--- src/rtl/axil_mmio_master_if.sv ---
// AXI4-Lite bus between the MMIO master and a peripheral slave.
// Ports (as signals, grouped by channel):
//   aw: awaddr, awvalid, awready
//   w : wdata, wstrb, wvalid, wready
//   b : bresp, bvalid, bready
//   ar: araddr, arvalid, arready
//   r : rdata, rresp, rvalid, rready
// Modports: master drives the address/data/valid/ready-out side, slave the other.
interface axil_mmio_master_if #(
  parameter int unsigned ADDR_W = 32,
  parameter int unsigned DATA_W = 32
);
  logic [ADDR_W-1:0]   awaddr;
  logic                awvalid;
  logic                awready;
  logic [DATA_W-1:0]   wdata;
  logic [DATA_W/8-1:0] wstrb;
  logic                wvalid;
  logic                wready;
  logic [1:0]          bresp;
  logic                bvalid;
  logic                bready;
  logic [ADDR_W-1:0]   araddr;
  logic                arvalid;
  logic                arready;
  logic [DATA_W-1:0]   rdata;
  logic [1:0]          rresp;
  logic                rvalid;
  logic                rready;

  modport master (
    output awaddr, awvalid, wdata, wstrb, wvalid, bready, araddr, arvalid, rready,
    input  awready, wready, bresp, bvalid, arready, rdata, rresp, rvalid
  );

  modport slave (
    input  awaddr, awvalid, wdata, wstrb, wvalid, bready, araddr, arvalid, rready,
    output awready, wready, bresp, bvalid, arready, rdata, rresp, rvalid
  );
endinterface

--- src/rtl/axil_mmio_master.sv ---
// AXI4-Lite master that carries single MMIO loads/stores from the LSU to the
// peripheral region. One transaction in flight; a per-transaction timer aborts
// a transaction whose slave never completes the handshake.
// Ports:
//   clk_i, rst_i            clock, asynchronous active-high reset
//   req_valid_i/req_ready_o request handshake (ready only in IDLE)
//   req_we_i, req_addr_i, req_wdata_i, req_wstrb_i  request payload
//   rsp_valid_o             one-cycle completion pulse
//   rsp_rdata_o             data of the last completed read (held)
//   rsp_err_o               SLVERR/DECERR or timeout, valid with rsp_valid_o
//   busy_o                  transaction in progress
//   m_axi                   AXI4-Lite master modport
//
// state | meaning
// IDLE  | waiting for a request, req_ready_o high
// WR    | write address and data channels outstanding
// WB    | waiting for the write response
// RA    | read address outstanding
// RD    | waiting for read data
// RSP   | completion pulse to the LSU
module axil_mmio_master #(
  parameter int unsigned ADDR_W      = 32,
  parameter int unsigned DATA_W      = 32,
  parameter int unsigned TIMEOUT_CYC = 255
) (
  input  logic                clk_i,
  input  logic                rst_i,
  input  logic                req_valid_i,
  output logic                req_ready_o,
  input  logic                req_we_i,
  input  logic [ADDR_W-1:0]   req_addr_i,
  input  logic [DATA_W-1:0]   req_wdata_i,
  input  logic [DATA_W/8-1:0] req_wstrb_i,
  output logic                rsp_valid_o,
  output logic [DATA_W-1:0]   rsp_rdata_o,
  output logic                rsp_err_o,
  output logic                busy_o,
  axil_mmio_master_if.master  m_axi
);

  localparam int unsigned STRB_W = DATA_W / 8;
  localparam int unsigned TMR_W  = (TIMEOUT_CYC < 2) ? 1 : $clog2(TIMEOUT_CYC);

  typedef enum logic [2:0] {S_IDLE, S_WR, S_WB, S_RA, S_RD, S_RSP} state_t;

  state_t              state, state_nxt;
  logic [ADDR_W-1:0]   addr_q;
  logic [DATA_W-1:0]   wdata_q;
  logic [STRB_W-1:0]   wstrb_q;
  logic [DATA_W-1:0]   rdata_q;
  logic                aw_done, w_done;
  logic                err_q, err_nxt;
  logic                capture_r;
  logic [TMR_W-1:0]    tmr;
  logic                accept, aw_hs, w_hs, tmo, counting;

  assign accept   = (state == S_IDLE) && req_valid_i;
  assign aw_hs    = m_axi.awvalid && m_axi.awready;
  assign w_hs     = m_axi.wvalid && m_axi.wready;
  assign counting = (state == S_WR) || (state == S_WB) || (state == S_RA) || (state == S_RD);
  // Down-counter loaded with TIMEOUT_CYC-1 at accept; it reaches 1 in the
  // last bus cycle allowed, so RSP lands exactly TIMEOUT_CYC cycles after accept.
  assign tmo      = (TIMEOUT_CYC != 0) && (tmr <= TMR_W'(1));

  always_ff @(posedge clk_i or posedge rst_i) begin
    if (rst_i) begin
      state <= S_IDLE;
    end else begin
      state <= state_nxt;
    end
  end

  always_comb begin
    state_nxt = state;
    err_nxt   = err_q;
    capture_r = 1'b0;
    case (state)
      S_IDLE: begin
        if (req_valid_i) state_nxt = req_we_i ? S_WR : S_RA;
      end
      S_WR: begin
        // Handshakes that complete in the expiry cycle still count.
        if ((aw_done || aw_hs) && (w_done || w_hs)) begin
          state_nxt = S_WB;
        end else if (tmo) begin
          state_nxt = S_RSP;
          err_nxt   = 1'b1;
        end
      end
      S_WB: begin
        if (m_axi.bvalid) begin
          state_nxt = S_RSP;
          err_nxt   = m_axi.bresp[1];
        end else if (tmo) begin
          state_nxt = S_RSP;
          err_nxt   = 1'b1;
        end
      end
      S_RA: begin
        if (m_axi.arready) begin
          state_nxt = S_RD;
        end else if (tmo) begin
          state_nxt = S_RSP;
          err_nxt   = 1'b1;
        end
      end
      S_RD: begin
        if (m_axi.rvalid) begin
          state_nxt = S_RSP;
          err_nxt   = m_axi.rresp[1];
          capture_r = 1'b1;
        end else if (tmo) begin
          state_nxt = S_RSP;
          err_nxt   = 1'b1;
        end
      end
      S_RSP: begin
        state_nxt = S_IDLE;
      end
      default: begin
        state_nxt = S_IDLE;
      end
    endcase
  end

  always_ff @(posedge clk_i or posedge rst_i) begin
    if (rst_i) begin
      addr_q  <= '0;
      wdata_q <= '0;
      wstrb_q <= '0;
      rdata_q <= '0;
      aw_done <= 1'b0;
      w_done  <= 1'b0;
      err_q   <= 1'b0;
      tmr     <= '0;
    end else begin
      err_q <= err_nxt;
      if (capture_r) rdata_q <= m_axi.rdata;
      if (accept) begin
        addr_q  <= req_addr_i;
        wdata_q <= req_wdata_i;
        wstrb_q <= req_wstrb_i;
        aw_done <= 1'b0;
        w_done  <= 1'b0;
        tmr     <= (TIMEOUT_CYC == 0) ? '0 : TMR_W'(TIMEOUT_CYC - 1);
      end else begin
        if (aw_hs) aw_done <= 1'b1;
        if (w_hs)  w_done  <= 1'b1;
        if (counting && (tmr != '0)) tmr <= tmr - TMR_W'(1);
      end
    end
  end

  assign req_ready_o = (state == S_IDLE);
  assign busy_o      = (state != S_IDLE);
  assign rsp_valid_o = (state == S_RSP);
  assign rsp_err_o   = (state == S_RSP) && err_q;
  assign rsp_rdata_o = rdata_q;

  assign m_axi.awaddr  = addr_q;
  assign m_axi.araddr  = addr_q;
  assign m_axi.wdata   = wdata_q;
  assign m_axi.wstrb   = wstrb_q;
  assign m_axi.awvalid = (state == S_WR) && !aw_done;
  assign m_axi.wvalid  = (state == S_WR) && !w_done;
  assign m_axi.bready  = (state == S_WB);
  assign m_axi.arvalid = (state == S_RA);
  assign m_axi.rready  = (state == S_RD);

endmodule

--- src/flat_wrapper.sv ---
// flat-port wrapper written by rule: the top's interface ports become plain ports
module axil_mmio_master_flat 
#(
  parameter int unsigned ADDR_W      = 32,
  parameter int unsigned DATA_W      = 32,
  parameter int unsigned TIMEOUT_CYC = 255
)
  (clk_i, rst_i, req_valid_i, req_ready_o, req_we_i, req_addr_i, req_wdata_i, req_wstrb_i, rsp_valid_o, rsp_rdata_o, rsp_err_o, busy_o, m_axi_awaddr, m_axi_awvalid, m_axi_wdata, m_axi_wstrb, m_axi_wvalid, m_axi_bready, m_axi_araddr, m_axi_arvalid, m_axi_rready, m_axi_awready, m_axi_wready, m_axi_bresp, m_axi_bvalid, m_axi_arready, m_axi_rdata, m_axi_rresp, m_axi_rvalid);
  axil_mmio_master_if #(.ADDR_W(ADDR_W), .DATA_W(DATA_W)) m_axi_i ();
  input  logic clk_i;
  input  logic rst_i;
  input  logic req_valid_i;
  output logic req_ready_o;
  input  logic req_we_i;
  input  logic [ADDR_W-1:0] req_addr_i;
  input  logic [DATA_W-1:0] req_wdata_i;
  input  logic [DATA_W/8-1:0] req_wstrb_i;
  output logic rsp_valid_o;
  output logic [DATA_W-1:0] rsp_rdata_o;
  output logic rsp_err_o;
  output logic busy_o;
  output wire logic [$bits(m_axi_i.awaddr)-1:0] m_axi_awaddr;
  output wire logic [$bits(m_axi_i.awvalid)-1:0] m_axi_awvalid;
  output wire logic [$bits(m_axi_i.wdata)-1:0] m_axi_wdata;
  output wire logic [$bits(m_axi_i.wstrb)-1:0] m_axi_wstrb;
  output wire logic [$bits(m_axi_i.wvalid)-1:0] m_axi_wvalid;
  output wire logic [$bits(m_axi_i.bready)-1:0] m_axi_bready;
  output wire logic [$bits(m_axi_i.araddr)-1:0] m_axi_araddr;
  output wire logic [$bits(m_axi_i.arvalid)-1:0] m_axi_arvalid;
  output wire logic [$bits(m_axi_i.rready)-1:0] m_axi_rready;
  input wire logic [$bits(m_axi_i.awready)-1:0] m_axi_awready;
  input wire logic [$bits(m_axi_i.wready)-1:0] m_axi_wready;
  input wire logic [$bits(m_axi_i.bresp)-1:0] m_axi_bresp;
  input wire logic [$bits(m_axi_i.bvalid)-1:0] m_axi_bvalid;
  input wire logic [$bits(m_axi_i.arready)-1:0] m_axi_arready;
  input wire logic [$bits(m_axi_i.rdata)-1:0] m_axi_rdata;
  input wire logic [$bits(m_axi_i.rresp)-1:0] m_axi_rresp;
  input wire logic [$bits(m_axi_i.rvalid)-1:0] m_axi_rvalid;
  assign m_axi_awaddr = m_axi_i.awaddr;
  assign m_axi_awvalid = m_axi_i.awvalid;
  assign m_axi_wdata = m_axi_i.wdata;
  assign m_axi_wstrb = m_axi_i.wstrb;
  assign m_axi_wvalid = m_axi_i.wvalid;
  assign m_axi_bready = m_axi_i.bready;
  assign m_axi_araddr = m_axi_i.araddr;
  assign m_axi_arvalid = m_axi_i.arvalid;
  assign m_axi_rready = m_axi_i.rready;
  assign m_axi_i.awready = m_axi_awready;
  assign m_axi_i.wready = m_axi_wready;
  assign m_axi_i.bresp = m_axi_bresp;
  assign m_axi_i.bvalid = m_axi_bvalid;
  assign m_axi_i.arready = m_axi_arready;
  assign m_axi_i.rdata = m_axi_rdata;
  assign m_axi_i.rresp = m_axi_rresp;
  assign m_axi_i.rvalid = m_axi_rvalid;
  axil_mmio_master #(.ADDR_W(ADDR_W), .DATA_W(DATA_W), .TIMEOUT_CYC(TIMEOUT_CYC)) u_core (.clk_i(clk_i), .rst_i(rst_i), .req_valid_i(req_valid_i), .req_ready_o(req_ready_o), .req_we_i(req_we_i), .req_addr_i(req_addr_i), .req_wdata_i(req_wdata_i), .req_wstrb_i(req_wstrb_i), .rsp_valid_o(rsp_valid_o), .rsp_rdata_o(rsp_rdata_o), .rsp_err_o(rsp_err_o), .busy_o(busy_o), .m_axi(m_axi_i));
endmodule
--- config.mk ---
export PLATFORM = sky130hd
export DESIGN_NAME = axil_mmio_master_flat
export DESIGN_NICKNAME = d
export VERILOG_FILES = /design/src/rtl/axil_mmio_master_if.sv /design/src/rtl/axil_mmio_master.sv /design/src/flat_wrapper.sv
export SDC_FILE = /design/constraint.sdc
export NUM_CORES = 1
export LEC_CHECK = 0
export CAP_MARGIN = 10
export CORE_ASPECT_RATIO = 1.4
export CORE_MARGIN = 10
export CORE_UTILIZATION = 43
export DETAILED_ROUTE_END_ITERATION = 8
export HOLD_SLACK_MARGIN = 0.1
export MAX_ROUTING_LAYER = met4
export PLACE_DENSITY_LB_ADDON = 0.05
export SETUP_SLACK_MARGIN = 0.15
export SKIP_LAST_GASP = 1
export SLEW_MARGIN = 30
export SYNTH_ARGS = -nofsm -noshare
export SYNTH_HDL_FRONTEND = slang
export SYNTH_SLANG_ARGS = --single-unit
--- constraint.sdc ---
create_clock -name clk_i -period 7.43 [get_ports clk_i]
set_input_delay 1.486 -clock clk_i [delete_from_list [all_inputs] [get_ports clk_i]]
set_output_delay 1.486 -clock clk_i [all_outputs]
set_load 0.05 [all_outputs]
==> results of run 1 <==
[worst max path at each step]
stage,start,to
finish,u_core.state[0]$_DFFE_PP0P_,req_ready_o
global route,u_core.state[0]$_DFFE_PP0P_,req_ready_o
CTS,u_core.state[0]$_DFFE_PP0P_,req_ready_o
detailed placement,u_core.state[0]$_DFFE_PP0P_,req_ready_o
global placement,u_core.state[0]$_DFFE_PP0P_,req_ready_o
floorplan,rst_i,u_core.aw_done$_DFFE_PP0P_
[layout by cell type (no fill, tap or decap), types with 3 or more instances in the layout]
| cell | netlist | layout |
|---|---|---|
| nand2_1 | 212 | 211 |
| a211oi_1 | 3 | 3 |
| buf_4 | 35 | 4 |
| dfrtp_1 | 114 | 114 |
| mux2_2 | 32 | 32 |
| bufinv_16 | 0 | 4 |
| inv_1 | 6 | 5 |
| o22ai_1 | 3 | 3 |
| mux2i_1 | 3 | 3 |
| a21oi_1 | 7 | 7 |
| clkbuf_16 | 0 | 17 |
| clkinvlp_4 | 0 | 5 |
| clkdlybuf4s50_1 | 0 | 251 |
| nor3_1 | 4 | 4 |
| nor2_1 | 15 | 15 |
[sequential cells by signal (all words and copies together) (netlist names)]
name                 flops
u_core.rsp_rdata_o      32
u_core.w_done            1
u_core.m_axi.araddr     32
u_core.state             3
u_core.aw_done           1
u_core.m_axi.wdata      32
u_core.m_axi.wstrb       4
u_core.tmr               8
u_core.err_q             1
[per-stage QoR]
step,cells,instance area [sq um]
detailed placement,837,7280
finish,869,7920
global placement,837,7280
floorplan,495,4920
global route,869,7920
CTS,869,7920
[critical path, stage by stage, from the launching register on]
cell	delay [ns]
dfrtp_1	0.59
or3_1	0.60
inv_2	0.14
clkdlybuf4s50_1	0.82
[logic make-up (layout without fill, tap and decap cells)]
kind of cell	Yosys count	in the layout	synth area share [%]
XOR/XNOR	3	3	0.534
AND/OR/NAND/NOR	250	250	20.6
AO/OA/AOI/OAI	27	27	4.27
buffers and inverters	64	294	8.12
multiplexers	35	35	7.94
flip-flops	114	114	58.0
adder cells (fa/ha/maj)	2	2	0.509
[cell type report]
cell class | count | area share, %
clock buffer | 20 | 5.77
clock inverter | 12 | 2.28
inverter | 7 | 0.364
multi-input combinational | 317 | 21.2
sequential | 114 | 36.0
tap | 144 | 2.28
timing repair buffer | 255 | 32.1
[power groups by stage]
stage | Sequential, mW | Clock (mW) | Combinational [mW]
3_5_place_dp | 1.13 | 0 | 2.68
4_1_cts | 1.12 | 0.884 | 2.69
3_3_place_gp | 1.11 | 0 | 2.65
5_1_grt | 1.16 | 0.916 | 2.78
6_report | 1.12 | 0.866 | 2.65
2_1_floorplan | 1.98 | 0 | 0.993
[per-layer routing]
| metal | part of all wire [%] | vias up |
|---|---|---|
| li1 | - | 2000 |
| met1 | 39 | 1981 |
| met2 | 51 | 154 |
| met3 | 8.1 | 25 |
| met4 | 1.9 | 0 |
| met5 | 0 | - |
==> out/summary.txt, run 1 <==
Status -> finished clean
Sequential power share -> 24.1%
Hold Path Class -> reg -> reg
DR iter-0 viols -> 118
CP required -> 5.94 ns
Met2 GRT Util -> 31.0%
Comb pwr share -> 57.2%
CP startpoint kind -> flip-flop
R2r worst-path depth -> 6
Antenna violations before repair -> 0
Normalized max-slew margin -> 45.5%
GR Util met1 -> 21.1%
CTS tree -> yes
Power per cell area -> 586 nW/um^2
Power Internal -> 2.35 mW
Top FF cell, synth -> dfrtp_1
Reg clk slew, reported paths -> 0.06 ns
Net Sw Frac -> 49.3%
Vias in the first global route -> 4193
RSZ-0062 raised after global routing -> false
Power share of the clock group -> 18.7%
Layout cells sized above 1 -> 10.9%
Fin crit period -> 4.05 ns
GRT met3 Usage -> 4.85%
Port Buf Inserts -> 251
Worst hold path stage count -> 2
Placement Rows -> 46
Synth cell types -> 46
GRT Total Usage -> 18.8%
Vias per inst -> 4.79
Total Die Area -> 16200 sq um
Mapped cell area -> 4920 sq um
Slew at the pin closest to its max-slew limit -> 0.817 ns
Clk buf depth -> 2
Register area -> 2850 sq um
Most instantiated library cell after synthesis -> nand2_1
Final ANT Viol Nets -> 0
Wire per inst -> 17.5 um
Commonest cells in the netlist -> nand2_1, dfrtp_1, buf_4
P_sw -> 2.29 mW
Clock root buffer -> clkbuf_16
Synth Net Count -> 610
Die Width -> 110 um
Final nets -> 827
Mapped Cells -> 495
Final worst slack -> 3.38 ns
Post-CTS Setup Bufs -> 0
Fill cell count -> 875
First-pass GRT wire length -> 22800 um
VDD IR-drop max -> 0.280 mV
R2r endpoint -> u_core.m_axi.wdata[12]$_DFFE_PP0P_
Slew Viols, Final -> 0
EDFF count, synth -> 0
Worst Skew -> 0.00509 ns
GRT busiest layer -> met2
WS Path Type -> reg -> out
Flop-to-flop setup slack -> 4.99 ns
Worst-path fanout max -> 18
Clk Latency, worst-skew pair -> 0.41 ns
H-Tree Level Count -> 4
RePlAce Congestion -> 0.829
Setup violations, final -> 0
Sequential area share after synthesis -> 58.0%
Area added between synthesis and finish -> 61.0%
# resized after CTS -> 0
Final Util -> 70.2%
Max Freq -> 247 MHz
Core area -> 11300 sq um
WP data arrival -> 2.56 ns
Largest net degree at the start of global routing -> 72
# DRC -> 0
Synth top area cells -> dfrtp_1, nand2_1, mux2_2
Final hold vios -> 0
DR pass1 iterations -> 4
Top-level I/O count -> 254
Final worst-path cycle share -> 54.5%
Register bit count reported by yosys -> 114
Lkg Pwr -> 3.56 nW
Ys Warns -> 0
Aggregate global routing overflow -> 0
Fraction of registers with async set/reset -> 100%
TritonCTS buffer count -> 17
Clock sink total -> 114
Hpwl dp -> 11500 um
Setup Slack @ Placement -> 3.82 ns
Starting Density -> 43.6%
Pwr Total -> 4.64 mW
Synthesized area per cell -> 9.93 sq um
Setup TNS -> 0 ns
Area taken by multi-input logic gates -> 1680 sq um
Number of diodes -> 0
Die Height -> 147 um
Max-cap viol count -> 0
Worst r2r src -> u_core.state[0]$_DFFE_PP0P_
Hold worst-path end -> u_core.m_axi.wstrb[3]$_DFFE_PP0P_
Yosys top cell area share -> 58.0%
Post-cts hold buffer count -> 0
Hold_sp -> u_core.m_axi.wstrb[3]$_DFFE_PP0P_
Setup crit end kind -> primary output
Hold Slack -> 0.471 ns
Cell accounting for the most synthesized area -> dfrtp_1
Via Count -> 4160
Wirelength, routed -> 15200 um
No activity file was read; power rests on OpenSTA's default activity.
==> inputs of run 2 (changes only) <==
Settings changed: CORE_UTILIZATION 43 to 36.
Clock period 7.43 ns to 3.7 ns, I/O delays scaled along.
==> run 2 against run 1 <==
Wire length up 1.2%; critical path depth stayed put; non-clock buffer count is 3 higher; count of clock-buffer cells in the layout decreased by 1; clock power increased by 120%; sequential power is 99% higher; first-iteration DRC count increased by 64%; die area grew 16%; via count hardly changed; core utilization fell by 9.7 points; register-to-register slack worse by 3.8 ns; largest power group unchanged.
==> out/summary.txt, run 2 (same netlist as run 1, synthesis figures left out) <==
Final non-filler cell area -> 8090 sq um
Hold worst-path end -> u_core.m_axi.wdata[6]$_DFFE_PP0P_
# DRC -> 0
R2r endpoint -> u_core.tmr[6]$_DFFE_PP0P_
Most common cell after layout, fill and taps aside -> clkdlybuf4s50_1
Register area -> 2850 sq um
Setup crit end kind -> primary output
Lkg Pwr -> 3.63 nW
Vias in the first global route -> 4343
Worst-path fanout max -> 18
DR iter-0 viols -> 193
Clk buf depth -> 2
Max-cap viol count -> 0
Antenna violations before repair -> 0
Total Die Area -> 18800 sq um
Final worst-path cycle share -> 89.4%
Area added between synthesis and finish -> 64.6%
# resized after CTS -> 0
Die Width -> 119 um
Slew Viols, Final -> 0
Most frequent cells in the layout -> clkdlybuf4s50_1, nand2_1, dfrtp_1
Starting Density -> 36.7%
Clock root buffer -> clkbuf_16
Clock sink total -> 114
Port Buf Inserts -> 251
Setup TNS -> 0 ns
Die Height -> 158 um
First-pass GRT wire length -> 24000 um
Normalized max-slew margin -> 48.9%
CTS tree -> yes
Critical-path top delay cell -> clkdlybuf4s50_1
RePlAce Congestion -> 0.777
WP buf/inv -> 2
Setup violations, final -> 0
Final hold vios -> 0
R2r worst-path depth -> 6
Final nets -> 830
RSZ-0062 raised after global routing -> false
Worst r2r src -> u_core.state[0]$_DFFE_PP0P_
Hold_sp -> u_core.m_axi.wdata[6]$_DFFE_PP0P_
Placement Rows -> 50
Cell Area, Placed -> 7370 sq um
Wirelength, routed -> 15400 um
Fin crit period -> 3.31 ns
Wire per inst -> 17.0 um
DR pass1 iterations -> 4
Reg clk slew, reported paths -> 0.06 ns
WP data arrival -> 2.57 ns
Flop-to-flop setup slack -> 1.23 ns
GRT Total Usage -> 16.5%
Post-CTS Setup Bufs -> 0
Post-cts hold buffer count -> 0
Status -> finished clean
Power per cell area -> 1180 nW/um^2
Final worst slack -> 0.393 ns
Worst hold path stage count -> 2
Area taken by multi-input logic gates -> 1680 sq um
Aggregate global routing overflow -> 0
TritonCTS buffer count -> 17
Worst Skew -> 0.0121 ns
H-Tree Level Count -> 4
Via Count -> 4158
VDD IR-drop max -> 0.708 mV
Delay-heaviest family, CP -> buffers and inverters
Core area -> 13400 sq um
Max Freq -> 302 MHz
WS Path Type -> reg -> out
Fill cell count -> 1184
Top-level I/O count -> 254
Slew at the pin closest to its max-slew limit -> 0.767 ns
CP max stage delay -> 0.82 ns
Hold Path Class -> reg -> reg
Largest net degree at the start of global routing -> 74
CP required -> 2.96 ns
Clk Latency, worst-skew pair -> 0.41 ns
Setup Slack @ Placement -> 0.832 ns
CP startpoint kind -> flip-flop
Number of diodes -> 0
Layout cells sized above 1 -> 11.3%
Hpwl dp -> 11500 um
Vias per inst -> 4.57
CP Cell Sequence -> or3_1 -> inv_2 -> clkdlybuf4s50_1
Final ANT Viol Nets -> 0
## run 2: changes by cell type in the layout (fill, tap and decap cells not counted), sizes merged
| cell | before | now |
|---|---|---|
| clkbuf | 20 | 19 |
| buf | 4 | 7 |
| clkinvlp | 5 | 1 |
| clkinv | 2 | 5 |
| inv | 8 | 7 |
| bufinv | 4 | 7 |
## run 2: how the worst max path moves through the flow
stage                                     start            end  slack (ns)  depth (start not counted)
floorplan           u_core.state[0]$_DFFE_PP0P_  m_axi_awvalid        1.08                          4
global placement    u_core.state[0]$_DFFE_PP0P_    req_ready_o        0.83                          3
detailed placement  u_core.state[0]$_DFFE_PP0P_    req_ready_o        0.83                          3
CTS                 u_core.state[0]$_DFFE_PP0P_    req_ready_o        0.39                          3
global route        u_core.state[0]$_DFFE_PP0P_    req_ready_o        0.25                          3
finish              u_core.state[0]$_DFFE_PP0P_    req_ready_o        0.39                          3
## run 2: report_power, final
| group | leakage (nW) | total (mW) | internal (mW) | switching, mW |
|---|---|---|---|---|
| registers | 1.39 | 2.23 | 1.82 | 0.406 |
| logic | 1.90 | 5.36 | 1.75 | 3.61 |
| clock network | 0.342 | 1.93 | 1.35 | 0.579 |
## run 2: area by class of cell
cell class	count	area share [%]
sequential	114	35.2
timing repair buffer	258	32.2
tap	182	2.81
inverter	7	0.371
multi-input combinational	317	20.7
clock inverter	13	3.15
clock buffer	19	5.47
## run 2: worst reg2reg max path: stages (launching register included)
cell and delay, ns:
dfrtp_1 0.61, or3_1 0.60, inv_2 0.13, and2_2 0.56
buf_12 0.31, nor2_1 0.06, mux2i_1 0.11
## run 2: through the flow
step                      util, %  instances  hold slack (ns)  power (mW)
after floorplan                 -        495            0.466        5.97
after global placement       55.0        877            0.458        7.60
after detailed placement     55.0        877            0.461        7.68
after CTS                    60.3        909            0.475        9.64
after global routing         60.5        910            0.493        10.0
final                        60.5        910            0.471        9.52
## run 2: per-layer routing
metal	GRT usage, %	share of wire [%]	wire [um]
met2	27.5	51	7900
met1	18.3	41	6290
met3	5.96	6.9	1060
met4	5.25	1.2	183
met5	-	0	0
